$ cat config.mk
export PLATFORM = sky130hd
export DESIGN_NAME = control_sequencer
export DESIGN_NICKNAME = d
export VERILOG_FILES = /design/src/rtl/control_sequencer.sv
export SDC_FILE = /design/constraint.sdc
export NUM_CORES = 1
export LEC_CHECK = 0
export CORE_ASPECT_RATIO = 0.9
export CORE_MARGIN = 5
export CORE_UTILIZATION = 30
export CTS_BUF_LIST = sky130_fd_sc_hd__clkbuf_8
export CTS_CLUSTER_DIAMETER = 120
export DETAILED_ROUTE_END_ITERATION = 8
export HOLD_SLACK_MARGIN = 0.05
export SLEW_MARGIN = 20
export SYNTH_ARGS = -nofsm -noshare
export SYNTH_HDL_FRONTEND = slang
export SYNTH_SLANG_ARGS = --single-unit
$ cat constraint.sdc
create_clock -name clk -period 1.96 [get_ports clk]
set_clock_uncertainty 0.15 [all_clocks]
set_input_delay 0.392 -clock clk [delete_from_list [all_inputs] [get_ports clk]]
set_output_delay 0.392 -clock clk [all_outputs]
set_load 0.005 [all_outputs]
$ cat src/rtl/control_sequencer.sv
// control_sequencer: falling-edge T-state control sequencer with variable-length instructions and a HALT trap.
// Build option: define CTRL_SEQ_COND_JMP_EN to decode JC(8)/JZ(9); otherwise they behave as NOP.
module control_sequencer #(
  parameter int          OP_W      = 4,
  parameter logic [14:0] IDLE_WORD = 15'h0FE3
) (
  input  logic            clk,
  input  logic            rst_n,
  input  logic [OP_W-1:0] opcode,
  input  logic            step_en,
  input  logic            flag_c,
  input  logic            flag_z,
  output logic [14:0]     ctrl,
  output logic [2:0]      stage,
  output logic            halted,
  output logic            instr_done
);

  localparam logic [2:0] T0   = 3'd0;
  localparam logic [2:0] T1   = 3'd1;
  localparam logic [2:0] T2   = 3'd2;
  localparam logic [2:0] T3   = 3'd3;
  localparam logic [2:0] T4   = 3'd4;
  localparam logic [2:0] T5   = 3'd5;
  localparam logic [2:0] HOLD = 3'd6;
  localparam logic [2:0] HALT = 3'd7;

  // Strobe masks: XOR with IDLE_WORD asserts a strobe whatever its polarity.
  localparam logic [14:0] M_CP  = 15'h4000;
  localparam logic [14:0] M_EP  = 15'h2000;
  localparam logic [14:0] M_LP  = 15'h1000;
  localparam logic [14:0] M_LMA = 15'h0800;
  localparam logic [14:0] M_LMD = 15'h0400;
  localparam logic [14:0] M_CE  = 15'h0200;
  localparam logic [14:0] M_LR  = 15'h0100;
  localparam logic [14:0] M_LI  = 15'h0080;
  localparam logic [14:0] M_EI  = 15'h0040;
  localparam logic [14:0] M_LA  = 15'h0020;
  localparam logic [14:0] M_EA  = 15'h0010;
  localparam logic [14:0] M_SU  = 15'h0008;
  localparam logic [14:0] M_EU  = 15'h0004;
  localparam logic [14:0] M_LB  = 15'h0002;
  localparam logic [14:0] M_LO  = 15'h0001;

  localparam logic [3:0] OP_HLT = 4'd0;
  localparam logic [3:0] OP_NOP = 4'd1;
  localparam logic [3:0] OP_ADD = 4'd2;
  localparam logic [3:0] OP_SUB = 4'd3;
  localparam logic [3:0] OP_LDA = 4'd4;
  localparam logic [3:0] OP_OUT = 4'd5;
  localparam logic [3:0] OP_STA = 4'd6;
  localparam logic [3:0] OP_JMP = 4'd7;
  localparam logic [3:0] OP_JC  = 4'd8;
  localparam logic [3:0] OP_JZ  = 4'd9;

  logic [2:0]  state;
  logic [7:0]  op_ext;
  logic [3:0]  op;
  logic        long_op;
  logic [14:0] nxt_mask;
  logic [2:0]  nxt_state;
  logic        nxt_done;
  logic        go_halt;

  assign op_ext = 8'(opcode);
  assign op     = (op_ext[7:4] != 4'd0) ? OP_NOP : op_ext[3:0];

`ifndef CTRL_SEQ_COND_JMP_EN
  logic unused_flags;
  assign unused_flags = flag_c ^ flag_z;
`endif

  // Opcodes that continue past T2; everything else ends the fetch as a NOP.
  always_comb begin
    long_op = 1'b0;
    case (op)
      OP_HLT, OP_ADD, OP_SUB, OP_LDA, OP_OUT, OP_STA, OP_JMP: long_op = 1'b1;
`ifdef CTRL_SEQ_COND_JMP_EN
      OP_JC, OP_JZ: long_op = 1'b1;
`endif
      default: long_op = 1'b0;
    endcase
  end

  always_comb begin
    nxt_mask  = '0;
    nxt_state = T0;
    nxt_done  = 1'b0;
    go_halt   = 1'b0;
    case (state)
      T0: begin
        nxt_mask  = M_EP | M_LMA;
        nxt_state = T1;
      end
      T1: begin
        nxt_mask  = M_CP;
        nxt_state = T2;
      end
      T2: begin
        nxt_mask  = M_CE | M_LI;
        nxt_state = long_op ? T3 : T0;
        nxt_done  = !long_op;
      end
      T3: begin
        nxt_done = 1'b1;
        case (op)
          OP_HLT: begin
            go_halt   = 1'b1;
            nxt_state = HALT;
            nxt_done  = 1'b0;
          end
          OP_ADD, OP_SUB, OP_LDA, OP_STA: begin
            nxt_mask  = M_EI | M_LMA;
            nxt_state = T4;
            nxt_done  = 1'b0;
          end
          OP_OUT: nxt_mask = M_EA | M_LO;
          OP_JMP: nxt_mask = M_EI | M_LP;
`ifdef CTRL_SEQ_COND_JMP_EN
          OP_JC: nxt_mask = flag_c ? (M_EI | M_LP) : '0;
          OP_JZ: nxt_mask = flag_z ? (M_EI | M_LP) : '0;
`endif
          default: nxt_mask = '0;
        endcase
      end
      T4: begin
        nxt_done = 1'b1;
        case (op)
          OP_ADD, OP_SUB: begin
            nxt_mask  = M_CE | M_LB;
            nxt_state = T5;
            nxt_done  = 1'b0;
          end
          OP_LDA: nxt_mask = M_CE | M_LA;
          OP_STA: begin
            nxt_mask  = M_EA | M_LMD;
            nxt_state = T5;
            nxt_done  = 1'b0;
          end
          default: nxt_mask = '0;
        endcase
      end
      T5: begin
        nxt_done = 1'b1;
        case (op)
          OP_ADD:  nxt_mask = M_EU | M_LA;
          OP_SUB:  nxt_mask = M_EU | M_SU | M_LA;
          OP_STA:  nxt_mask = M_LR;
          default: nxt_mask = '0;
        endcase
      end
      HOLD:    nxt_state = T0;
      default: nxt_state = HALT;
    endcase
  end

  always_ff @(negedge clk) begin
    if (!rst_n) begin
      state      <= HOLD;
      stage      <= HOLD;
      ctrl       <= IDLE_WORD;
      halted     <= 1'b0;
      instr_done <= 1'b0;
    end else if (state == HALT) begin
      stage      <= HALT;
      ctrl       <= IDLE_WORD;
      halted     <= 1'b1;
      instr_done <= 1'b0;
    end else if (step_en) begin
      state      <= nxt_state;
      stage      <= go_halt ? HALT : state;
      ctrl       <= IDLE_WORD ^ nxt_mask;
      halted     <= go_halt;
      instr_done <= nxt_done;
    end else begin
      // Frozen: state and stage hold, strobes drop so nothing fires twice.
      ctrl       <= IDLE_WORD;
      instr_done <= 1'b0;
    end
  end

endmodule

# Word-level counts from Yosys, hierarchy flattened

Index checks and enable logic that the tools add are counted.

Equal/unequal tests: 13
Muxes and demuxes: 19
Bitwise operators: 4
Reductions and logical operators: 13

Operators with widths:

| kind                 | count |
|---|---|
| $pmux W15 S6         | 1 |
| $pmux W13 S3         | 1 |
| $pmux W11 S3         | 1 |
| $pmux W9 S3          | 1 |
| $pmux W3 S6          | 1 |
| $eq A4 B3 Y1 const B | 4 |
| $eq A3 B3 Y1 const B | 4 |
| $mux W1              | 9 |
| $not A9 Y9           | 1 |
| $eq A4 B2 Y1 const B | 2 |
| $reduce_or A7 Y1     | 1 |
| $eq A3 B2 Y1 const B | 2 |
| $mux W3              | 2 |
| $pmux W3 S2          | 1 |
| $reduce_or A2 Y1     | 3 |
| $reduce_or A3 Y1     | 2 |
| $reduce_or A5 Y1     | 1 |
| $logic_not A4 Y1     | 1 |
| $pmux W1 S4          | 1 |
| $reduce_or A4 Y1     | 1 |
| $eq A3 B1 Y1 const B | 1 |
| $logic_not A3 Y1     | 1 |
| $not A1 Y1           | 3 |
| $mux W2              | 1 |
| 3 further kinds      | 3 |

Flip-flop bits (word level): 23
Output and inout bits: 20
Word-level logic and storage cells: 55

# Depth between registers and ports, before layout

Gate-level depths: netlist of the first run.

Word-level depth: 6
Depth in mapped cells: 7

==> results.rst, run 1 <==
.. list-table::
   :header-rows: 1

   * - Metric
     - Value
   * - Ant diodes
     - 0
   * - Pwr/cell area
     - ~800 nW/µm²
   * - Final WS setup
     - -0.335 ns
   * - Final total negative setup slack
     - -8.12 ns
   * - Count of buffers inserted at the top-level ports
     - 26
   * - Max stage delay on crit path
     - approximately 0.31 ns
   * - Post-synthesis to final-layout area growth
     - 84.6%
   * - Leakage component of the power
     - between 0.9 and 1 nW
   * - Pre-CTS worst setup slack
     - -1.00 ns
   * - Distinct cells, synth
     - between 40 and 50
   * - Floorplan die area
     - about 5100 µm²
   * - Antenna violations before repair
     - 0
   * - Number of flops mapped to enable cells by yosys
     - 0
   * - GRT Util Overall
     - between 10% and 20%
   * - Per-cell routed wire length
     - roughly 15 µm
   * - Cell family contributing the most delay on the critical path
     - flip-flops
   * - Share of the synthesized area in the top cell type
     - between 40% and 50%
   * - Final net count
     - ~210
   * - Worst reg2reg startpoint
     - state[1]
   * - Number of standard-cell rows in the floorplan
     - 21
   * - Tightest Hold Check Type
     - flip-flop to flip-flop
   * - Crit path DAT
     - around 1.8 ns
   * - Number of hold violations in the final report
     - 0
   * - Fraction of layout instances using a drive strength above 1
     - 54.8%
   * - Wire length of the first global-routing pass
     - approximately 5300 µm
   * - Area of the mapped netlist
     - 1120 µm²
   * - Count of maximum capacitance violations
     - 0
   * - Clock Pin Slew Worst Setup and Hold Paths
     - 0.05 ns
   * - Hold path startpoint
     - stage[0]
   * - Worst vdd rail ir drop
     - 0.528 mV
   * - Cell area after layout
     - a little over 2000 µm²
   * - Synth Register Bits
     - 23
   * - Final-report setup violation count
     - 36
   * - CTS Root Buffer Type
     - clkbuf_8
   * - Clock sink count
     - 23
   * - Most common cell after layout, fill and taps aside
     - inv_1
   * - Crit end category
     - output port
   * - CTS Hold Buffers Added
     - 0
   * - Post-Place Cell Area
     - between 1500 and 2000 µm²
   * - Overflow after GRT
     - 0
   * - Worst EP required
     - between 1 and 1.5 ns
   * - Count of mapped cells out of synthesis
     - between 100 and 150
   * - Synthesized Nets
     - around 130
   * - Number of fill cells
     - 307
   * - Final routed DRC violation total
     - 0
   * - Residual antenna-violating net count after detailed routing
     - 0
   * - End point of the most critical hold path
     - stage[0]
   * - Core area
     - 3650 µm²
   * - Avg Vias per Cell
     - 5.04
   * - Status
     - complete, but fails checks
   * - Routed wire length
     - between 3000 and 4000 µm
   * - Type of element launching the critical path
     - flip-flop
   * - Initial Util
     - 30.6%
   * - Placer Congestion
     - around 0.84
   * - Endpoint of the lowest-slack register-to-register path
     - state[2]
   * - Top post-synthesis cells by area
     - dfxtp_1 41%, nand2b_1 3.9%, ha_1 3.4%, nand4_1 2.8%, nor2b_1 2.8%
   * - Depth of the worst register-to-register path
     - 6
   * - Max-slew violation count
     - 0
   * - Max-Slew Margin vs Limit
     - about 74%
   * - Predominant post-synthesis flop cell
     - dfxtp_1
   * - TritonCTS Buffers
     - 3
   * - Pin count of the biggest net entering global routing
     - 17
   * - Vias
     - between 1000 and 1500
   * - H-tree depth reported by CTS
     - 1
   * - FF-to-FF setup slack
     - 0.18 ns
   * - Highest-delay cell along the critical path
     - dfxtp_1
   * - Sum of net half-perimeters after detailed placement
     - about 2100 µm
   * - Number of violations reported at the end of detailed-routing iteration 0
     - 48
   * - Horiz. Die Dim
     - roughly 74 µm
   * - Worst-path maximum fanout
     - 1
   * - WHS Path Cells
     - 2
   * - Library cell with the largest summed area after synthesis
     - dfxtp_1
   * - DRT Pass-1 Iters
     - 4
   * - Clock latency on the worst-skew pair
     - 0.34 ns
   * - WS Path Type
     - flip-flop to output port
   * - Cells along the critical path
     - buf_2
   * - Commonest cells after routing, fill and taps aside
     - 27 x inv_1, 19 x buf_6, 19 x buf_4, 16 x dfxtp_1, 16 x buf_2
   * - Transition at the pin with the smallest max-transition slack
     - approximately 0.39 ns
   * - Average instance area after synthesis
     - about 9.2 µm²
   * - Setup repair after global routing missed its margin
     - true
   * - TritonCTS clock tree
     - built
   * - Yosys synthesis warning count
     - 0
   * - Crit path buffers/inverters
     - 1
   * - Number of global-route vias before repair
     - around 1200
   * - Post-synthesis sequential area ratio
     - 41.2%
   * - Share of async-settable or async-resettable flops after synthesis
     - 0%
   * - Die Y-Extent
     - ~68 µm
   * - IO Pins
     - 29
   * - Bufs on Longest Clock Path
     - 2
   * - Failing checks
     - setup timing
## how the worst max path moves through the flow
stage / endpoint / cells after the start / start / slack, ns
after global placement: ctrl[6] / 5 / opcode[2] / -0.98
after CTS: stage[2] / 1 / stage[2] / -0.34
after detailed placement: state[2] / 6 / opcode[2] / -1.00
after floorplan: state[2] / 5 / opcode[2] / -0.46
final: ctrl[3] / 1 / ctrl[3] / -0.34
after global routing: stage[2] / 1 / stage[2] / -0.38
## stage by stage
step	hold slack [ns]	total power [mW]	std cells	util [%]
3_5_place_dp	0.324	1.00	204	44.6
4_1_cts	0.324	1.60	240	52.2
3_3_place_gp	0.321	0.995	204	44.6
6_report	0.318	1.66	245	56.5
5_1_grt	0.360	1.78	245	56.5
2_1_floorplan	0.322	0.870	122	-
## power breakdown
group | total, mW | internal, mW | switching [mW]
sequential | 0.540 | 0.504 | 0.0363
clock | 0.632 | 0.335 | 0.297
combinational | 0.486 | 0.244 | 0.242
## cell families (layout without fill, tap and decap cells)
group,count (synthesis),in the layout,synth area share [%]
AND/OR/NAND/NOR,52,52,29.0
flip-flops,23,23,41.2
AO/OA/AOI/OAI,28,28,19.6
buffers and inverters,16,93,6.93
adder cells (fa/ha/maj),3,3,3.36
## cell usage after synthesis (4+ instances only)
library cell,number
and2_1,4
buf_2,5
nor2_1,8
nand2b_1,7
o21ai_0,4
a21oi_1,5
nor3_1,6
nor2b_1,5
nand4_1,5
inv_1,6
dfxtp_1,23
## worst reg2reg max path, cell delays in order, from the launching register on
cell	delay, ns
dfxtp_1	0.50
inv_1	0.17
ha_1	0.23
nor2_1	0.13
a21boi_0	0.26
nor3_1	0.08
o221ai_1	0.17
## final cells by class
class                      count  area, µm²  share of cell area, %
multi-input combinational     83        805                   39.0
timing repair buffer          61        552                   26.7
sequential                    23        469                   22.7
clock inverter                24        116                   5.64
tap                           46       57.6                   2.79
clock buffer                   3       41.3                   2.00
inverter                       5       23.8                   1.15
## registers in the layout (all words and copies together) (netlist names)
register,count
ctrl,15
halted,1
instr_done,1
state,3
stage,3
## repair_timing
action / CTS / global route
setup buffers: 10 / 7
setup endpoints to repair: 43 / 38
pin swaps: 28 / 19
resized for setup: 150 / 30
## routing by layer
layer	global-route usage [%]	vias to the layer above	share of wire, %
met3	5.29	4	7.5
li1	-	594	-
met5	0	-	0
met4	8.22	0	1.1
met1	14.5	592	39
met2	23.4	44	52
(Power assumes the default switching activity.)
==> run 2, diff against run 1 <==
--- a/config.mk
+++ b/config.mk
@@ -11,7 +11,9 @@
 export CTS_BUF_LIST = sky130_fd_sc_hd__clkbuf_8
 export CTS_CLUSTER_DIAMETER = 120
 export DETAILED_ROUTE_END_ITERATION = 8
+export GPL_ROUTABILITY_DRIVEN = 0
 export HOLD_SLACK_MARGIN = 0.05
+export SKIP_LAST_GASP = 1
 export SLEW_MARGIN = 20
 export SYNTH_ARGS = -nofsm -noshare
 export SYNTH_HDL_FRONTEND = slang
==> constraint.sdc (replaced) <==
create_clock -name clk -period 1.86 [get_ports clk]
set_clock_uncertainty 0.15 [all_clocks]
set_input_delay 0.372 -clock clk [delete_from_list [all_inputs] [get_ports clk]]
set_output_delay 0.372 -clock clk [all_outputs]
set_load 0.005 [all_outputs]
==> results.rst, run 2 (synthesis results as in run 1) <==
.. list-table::
   :header-rows: 1

   * - Metric
     - Value
   * - Failing checks
     - setup timing
   * - Wire length of the first global-routing pass
     - ~5700 µm
   * - Residual antenna-violating net count after detailed routing
     - 0
   * - WS Path Type
     - flip-flop to output port
   * - Antenna violations before repair
     - 0
   * - TritonCTS Buffers
     - 3
   * - Cell area after layout
     - 2080 µm²
   * - Horiz. Die Dim
     - around 74 µm
   * - Most common cell after layout, fill and taps aside
     - inv_1
   * - Clock sink count
     - 23
   * - Floorplan die area
     - between 5000 and 6000 µm²
   * - Number of hold violations in the final report
     - 0
   * - Leakage component of the power
     - 0.962 nW
   * - IO Pins
     - 29
   * - Final total negative setup slack
     - -9.99 ns
   * - Clock Pin Slew Worst Setup and Hold Paths
     - 0.04 ns
   * - Cell family contributing the most delay on the critical path
     - flip-flops
   * - Final WS setup
     - -0.356 ns
   * - Type of element launching the critical path
     - flip-flop
   * - Flip-flop count of the largest register, all copies and words added
     - 15
   * - TritonCTS clock tree
     - built
   * - Per-cell routed wire length
     - between 10 and 15 µm
   * - Share of the core filled with cells in the final layout
     - between 50% and 60%
   * - Post-Place Cell Area
     - 1650 µm²
   * - Setup repair after global routing missed its margin
     - true
   * - Die Y-Extent
     - roughly 68 µm
   * - Pwr/cell area
     - approximately 840 nW/µm²
   * - Highest-delay cell along the critical path
     - dfxtp_2
   * - Commonest cells after routing, fill and taps aside
     - 27 x inv_1, 24 x buf_4, 19 x buf_6, 17 x dfxtp_1, 17 x buf_2
   * - Clock latency on the worst-skew pair
     - roughly 0.34 ns
   * - Count of buffers inserted at the top-level ports
     - 26
   * - Ant diodes
     - 0
   * - Crit path buffers/inverters
     - 1
   * - Number of standard-cell rows in the floorplan
     - 21
   * - Max stage delay on crit path
     - 0.31 ns
   * - Transition at the pin with the smallest max-transition slack
     - 0.417 ns
   * - Max-slew violation count
     - 0
   * - Core area
     - 3650 µm²
   * - Overflow after GRT
     - 0
   * - Number of violations reported at the end of detailed-routing iteration 0
     - between 60 and 70
   * - Final routed DRC violation total
     - 0
   * - GRT Util Overall
     - between 10% and 20%
   * - Worst EP required
     - between 1 and 1.5 ns
   * - Crit end category
     - output port
   * - CTS Root Buffer Type
     - clkbuf_8
   * - Pre-CTS worst setup slack
     - -1.03 ns
   * - Number of global-route vias before repair
     - 1255
   * - Final net count
     - about 220
   * - Worst-path maximum fanout
     - 2
   * - Initial Util
     - between 30% and 40%
   * - Power consumption
     - between 1.5 and 2 mW
   * - Pin count of the biggest net entering global routing
     - 17
   * - Count of maximum capacitance violations
     - 0
   * - Max-Slew Margin vs Limit
     - between 70% and 80%
   * - Avg Vias per Cell
     - 4.92
   * - Sum of net half-perimeters after detailed placement
     - 2040 µm
   * - H-tree depth reported by CTS
     - 1
   * - Worst vdd rail ir drop
     - between 0.4 and 0.5 mV
   * - Register bank with the most flops
     - ctrl
   * - Crit path DAT
     - around 1.7 ns
   * - Status
     - complete, but fails checks
   * - Final-report setup violation count
     - 38
   * - CTS Hold Buffers Added
     - 0
   * - Bufs on Longest Clock Path
     - 2
   * - Vias
     - 1230
   * - Post-synthesis to final-layout area growth
     - 86.0%
   * - Tightest Hold Check Type
     - flip-flop to flip-flop
   * - Routed wire length
     - between 3000 and 4000 µm
   * - Cells along the critical path
     - buf_2
   * - Fraction of layout instances using a drive strength above 1
     - between 50 and 60%
   * - Leading registers by flop count
     - ctrl (15), stage (3), state (3)
   * - DRT Pass-1 Iters
     - 4
## run 2: cell count changes in the layout (fill, tap and decap cells not counted), moves of 2 or more
cell | previous run | this run
buf_4 | 19 | 24
o2111ai_1 | 0 | 2
o2111ai_2 | 2 | 0
o21ai_0 | 0 | 2
o21ai_1 | 3 | 1
## run 2: worst reg2reg max path, stage by stage, from the launching register on
cell and delay [ns]:
dfxtp_1 0.50, inv_1 0.11, ha_1 0.21, nor2_1 0.13, a21boi_0 0.33, nor3_2 0.08
o221ai_1 0.17
## run 2: cell type report
| class | count | area, µm² |
|---|---|---|
| Clock buffer | 3 | 41.3 |
| Clock inverter | 24 | 116 |
| Fill cell | 309 | 1570 |
| Inverter | 5 | 23.8 |
| Multi-Input combinational cell | 83 | 800 |
| Sequential cell | 23 | 468 |
| Tap cell | 46 | 57.6 |
| Timing Repair Buffer | 66 | 574 |
## run 2: timing repair
action,CTS,global route
gates cloned,0,0
pin swaps,27,16
setup endpoints to repair,43,38
setup buffers,18,4
resized for setup,153,25
## run 2: through the flow
stage,hold WS (ns),cells
6_report,0.352,250
5_1_grt,0.398,250
4_1_cts,0.347,250
3_5_place_dp,0.345,207
3_3_place_gp,0.339,207
2_1_floorplan,0.322,122
## run 2: metal layers
| metal | up-vias | share of wire [%] | track usage, % |
|---|---|---|---|
| met5 | - | 0 | 0 |
| met4 | 0 | 3.9 | 9.78 |
| met3 | 11 | 6.0 | 5.14 |
| met2 | 38 | 52 | 26.0 |
| met1 | 583 | 38 | 14.7 |
| li1 | 598 | - | - |
## run 2: worst paths after layout
kind / startpoint / endpoint / slack, ns / cells after the start
worst max register to register: state[1] / state[2] / 0.09 / 6
worst min register to register: stage[2] / stage[2] / 0.35 / 2
worst max-delay path: stage[1] / stage[1] / -0.36 / 1
worst min-delay path: stage[2] / stage[2] / 0.35 / 2
## run 2: where the power goes
part	internal (mW)	switching, mW	leakage, nW	total (mW)
Combinational	0.272	0.253	0.617	0.524
Sequential	0.532	0.0400	0.186	0.572
Clock	0.353	0.295	0.158	0.648
Total	1.16	0.588	0.962	1.74
==> run 3, diff against run 2 <==
--- a/config.mk
+++ b/config.mk
@@ -7,12 +7,13 @@
 export LEC_CHECK = 0
 export CORE_ASPECT_RATIO = 0.9
 export CORE_MARGIN = 5
-export CORE_UTILIZATION = 30
+export CORE_UTILIZATION = 45
 export CTS_BUF_LIST = sky130_fd_sc_hd__clkbuf_8
 export CTS_CLUSTER_DIAMETER = 120
 export DETAILED_ROUTE_END_ITERATION = 8
 export GPL_ROUTABILITY_DRIVEN = 0
 export HOLD_SLACK_MARGIN = 0.05
+export PLACE_DENSITY = 0.78
 export SKIP_LAST_GASP = 1
 export SLEW_MARGIN = 20
 export SYNTH_ARGS = -nofsm -noshare
==> results.rst, run 3 (synthesis results as in run 1) <==
.. list-table::
   :header-rows: 1

   * - Metric
     - Value
   * - Share of the core filled with cells in the final layout
     - between 80% and 90%
   * - Final net count
     - 211
   * - Tightest Hold Check Type
     - flip-flop to flip-flop
   * - Overflow after GRT
     - 0
   * - Final total negative setup slack
     - -10.02 ns
   * - Leading registers by flop count
     - ctrl (15), stage (3), state (3)
   * - Residual antenna-violating net count after detailed routing
     - 0
   * - Final-report setup violation count
     - 37
   * - TritonCTS Buffers
     - 3
   * - Crit end category
     - flip-flop
   * - TritonCTS clock tree
     - built
   * - Pin count of the biggest net entering global routing
     - 17
   * - Vias
     - around 1300
   * - Sum of net half-perimeters after detailed placement
     - approximately 2100 µm
   * - CTS Hold Buffers Added
     - 0
   * - Worst-path maximum fanout
     - 4
   * - Number of hold violations in the final report
     - 0
   * - Final routed DRC violation total
     - 0
   * - Worst EP required
     - approximately 1.1 ns
   * - Number of global-route vias before repair
     - about 1300
   * - Commonest cells after routing, fill and taps aside
     - 28 x inv_1, 20 x buf_4, 18 x buf_2, 16 x dfxtp_1, 15 x buf_6
   * - Post-synthesis to final-layout area growth
     - 77.4%
   * - Failing checks
     - setup timing
   * - Count of maximum capacitance violations
     - 0
   * - Count of buffers inserted at the top-level ports
     - 26
   * - Cell family contributing the most delay on the critical path
     - simple AND/OR/NAND/NOR gates
   * - Worst hold-check slack
     - between 0.3 and 0.4 ns
   * - Pwr/cell area
     - 843 nW/µm²
   * - Wire length of the first global-routing pass
     - around 6300 µm
   * - IO Pins
     - 29
   * - Crit path DAT
     - ~1.5 ns
   * - Flip-flop count of the largest register, all copies and words added
     - 15
   * - Max-Slew Margin vs Limit
     - between 60% and 70%
   * - Floorplan die area
     - approximately 3600 µm²
   * - Depth of the worst register-to-register path
     - 6
   * - Status
     - complete, but fails checks
   * - CTS Root Buffer Type
     - clkbuf_8
   * - DRT Pass-1 Iters
     - 4
   * - Clock latency on the worst-skew pair
     - about 0.37 ns
   * - WHS Path Cells
     - 2
   * - Clock Pin Slew Worst Setup and Hold Paths
     - approximately 0.080 ns
   * - Ant diodes
     - 0
   * - Horiz. Die Dim
     - between 60 and 70 µm
   * - Highest-delay cell along the critical path
     - nor3b_4
   * - Max stage delay on crit path
     - 0.32 ns
   * - Clock sink count
     - 23
   * - Worst vdd rail ir drop
     - between 0.8 and 0.9 mV
   * - Core area
     - between 2000 and 2500 µm²
   * - Fraction of layout instances using a drive strength above 1
     - between 50% and 60%
   * - Bufs on Longest Clock Path
     - 2
   * - Number of violations reported at the end of detailed-routing iteration 0
     - between 60 and 70
   * - Leakage component of the power
     - a little over 0.9 nW
   * - Initial Util
     - a little under half
   * - Number of standard-cell rows in the floorplan
     - 17
   * - Number of logic stages on the critical path including buffering
     - 6
   * - Setup repair after global routing missed its margin
     - true
   * - Avg Vias per Cell
     - ~6
   * - Most common cell after layout, fill and taps aside
     - inv_1
   * - Max-slew violation count
     - 0
   * - Type of element launching the critical path
     - input port
   * - GRT Util Overall
     - ~22%
   * - Transition at the pin with the smallest max-transition slack
     - around 0.56 ns
   * - H-tree depth reported by CTS
     - 1
   * - Register bank with the most flops
     - ctrl
   * - WS Path Type
     - input port to flip-flop
   * - Die Y-Extent
     - 57.3 µm
   * - Final WS setup
     - -0.421 ns
   * - Pre-CTS worst setup slack
     - -1.02 ns
   * - Power consumption
     - between 1.5 and 2 mW
   * - Routed wire length
     - about 4300 µm
   * - Antenna violations before repair
     - 0
   * - Per-cell routed wire length
     - slightly below 20 µm
   * - Cells along the critical path
     - buf_8, buf_6, nor4_4, nor3b_4, nor3_2, o221ai_1
   * - Crit path buffers/inverters
     - 2
-- run 3: power by group --
| part | total, mW | switching, mW | internal (mW) |
|---|---|---|---|
| logic | 0.542 | 0.286 | 0.256 |
| clock network | 0.554 | 0.340 | 0.214 |
| registers | 0.577 | 0.0456 | 0.531 |
| total | 1.67 | 0.672 | 1.00 |
-- run 3: repair_timing --
item | in CTS | in global routing
setup endpoints to repair | 43 | 38
resized for setup | 154 | 33
buffers inserted | 9 | 10
hold endpoints to repair | 0 | 0
pin swaps | 27 | 24
-- run 3: final timing paths --
path	start	end	slack, ns
max	opcode[0]	state[2]	-0.42
min	stage[2]	stage[2]	0.34
max reg2reg	state[2]	state[2]	-0.25
min reg2reg	stage[2]	stage[2]	0.34
-- run 3: final cells by class --
cell class | instances | area, µm²
multi-input combinational | 83 | 798
clock inverter | 24 | 90.1
inverter | 5 | 21.3
timing repair buffer | 60 | 529
clock buffer | 3 | 41.3
fill | 140 | 440
tap | 28 | 35.0
sequential | 23 | 469
-- run 3: routing by layer --
metal  track usage, %  part of all wire (%)
met1             24.2                    39
met2             36.7                    51
met3             6.89                   6.2
met4             17.0                   4.5
met5                0                     0
-- run 3: tightest hold or removal path, delay by kind of cell (launching register included) --
family,cells,cell delay (ns)
AOI/OAI and AO/OA,1,0.09
DFF,1,0.31
and+or+nand+nor,1,0.05
-- run 3: through the flow --
step / instance area [µm²] / std cells
2_1_floorplan: 1250 / 122
4_1_cts: 1860 / 223
3_3_place_gp: 1600 / 188
6_report: 1980 / 226
5_1_grt: 1980 / 226
3_5_place_dp: 1600 / 188
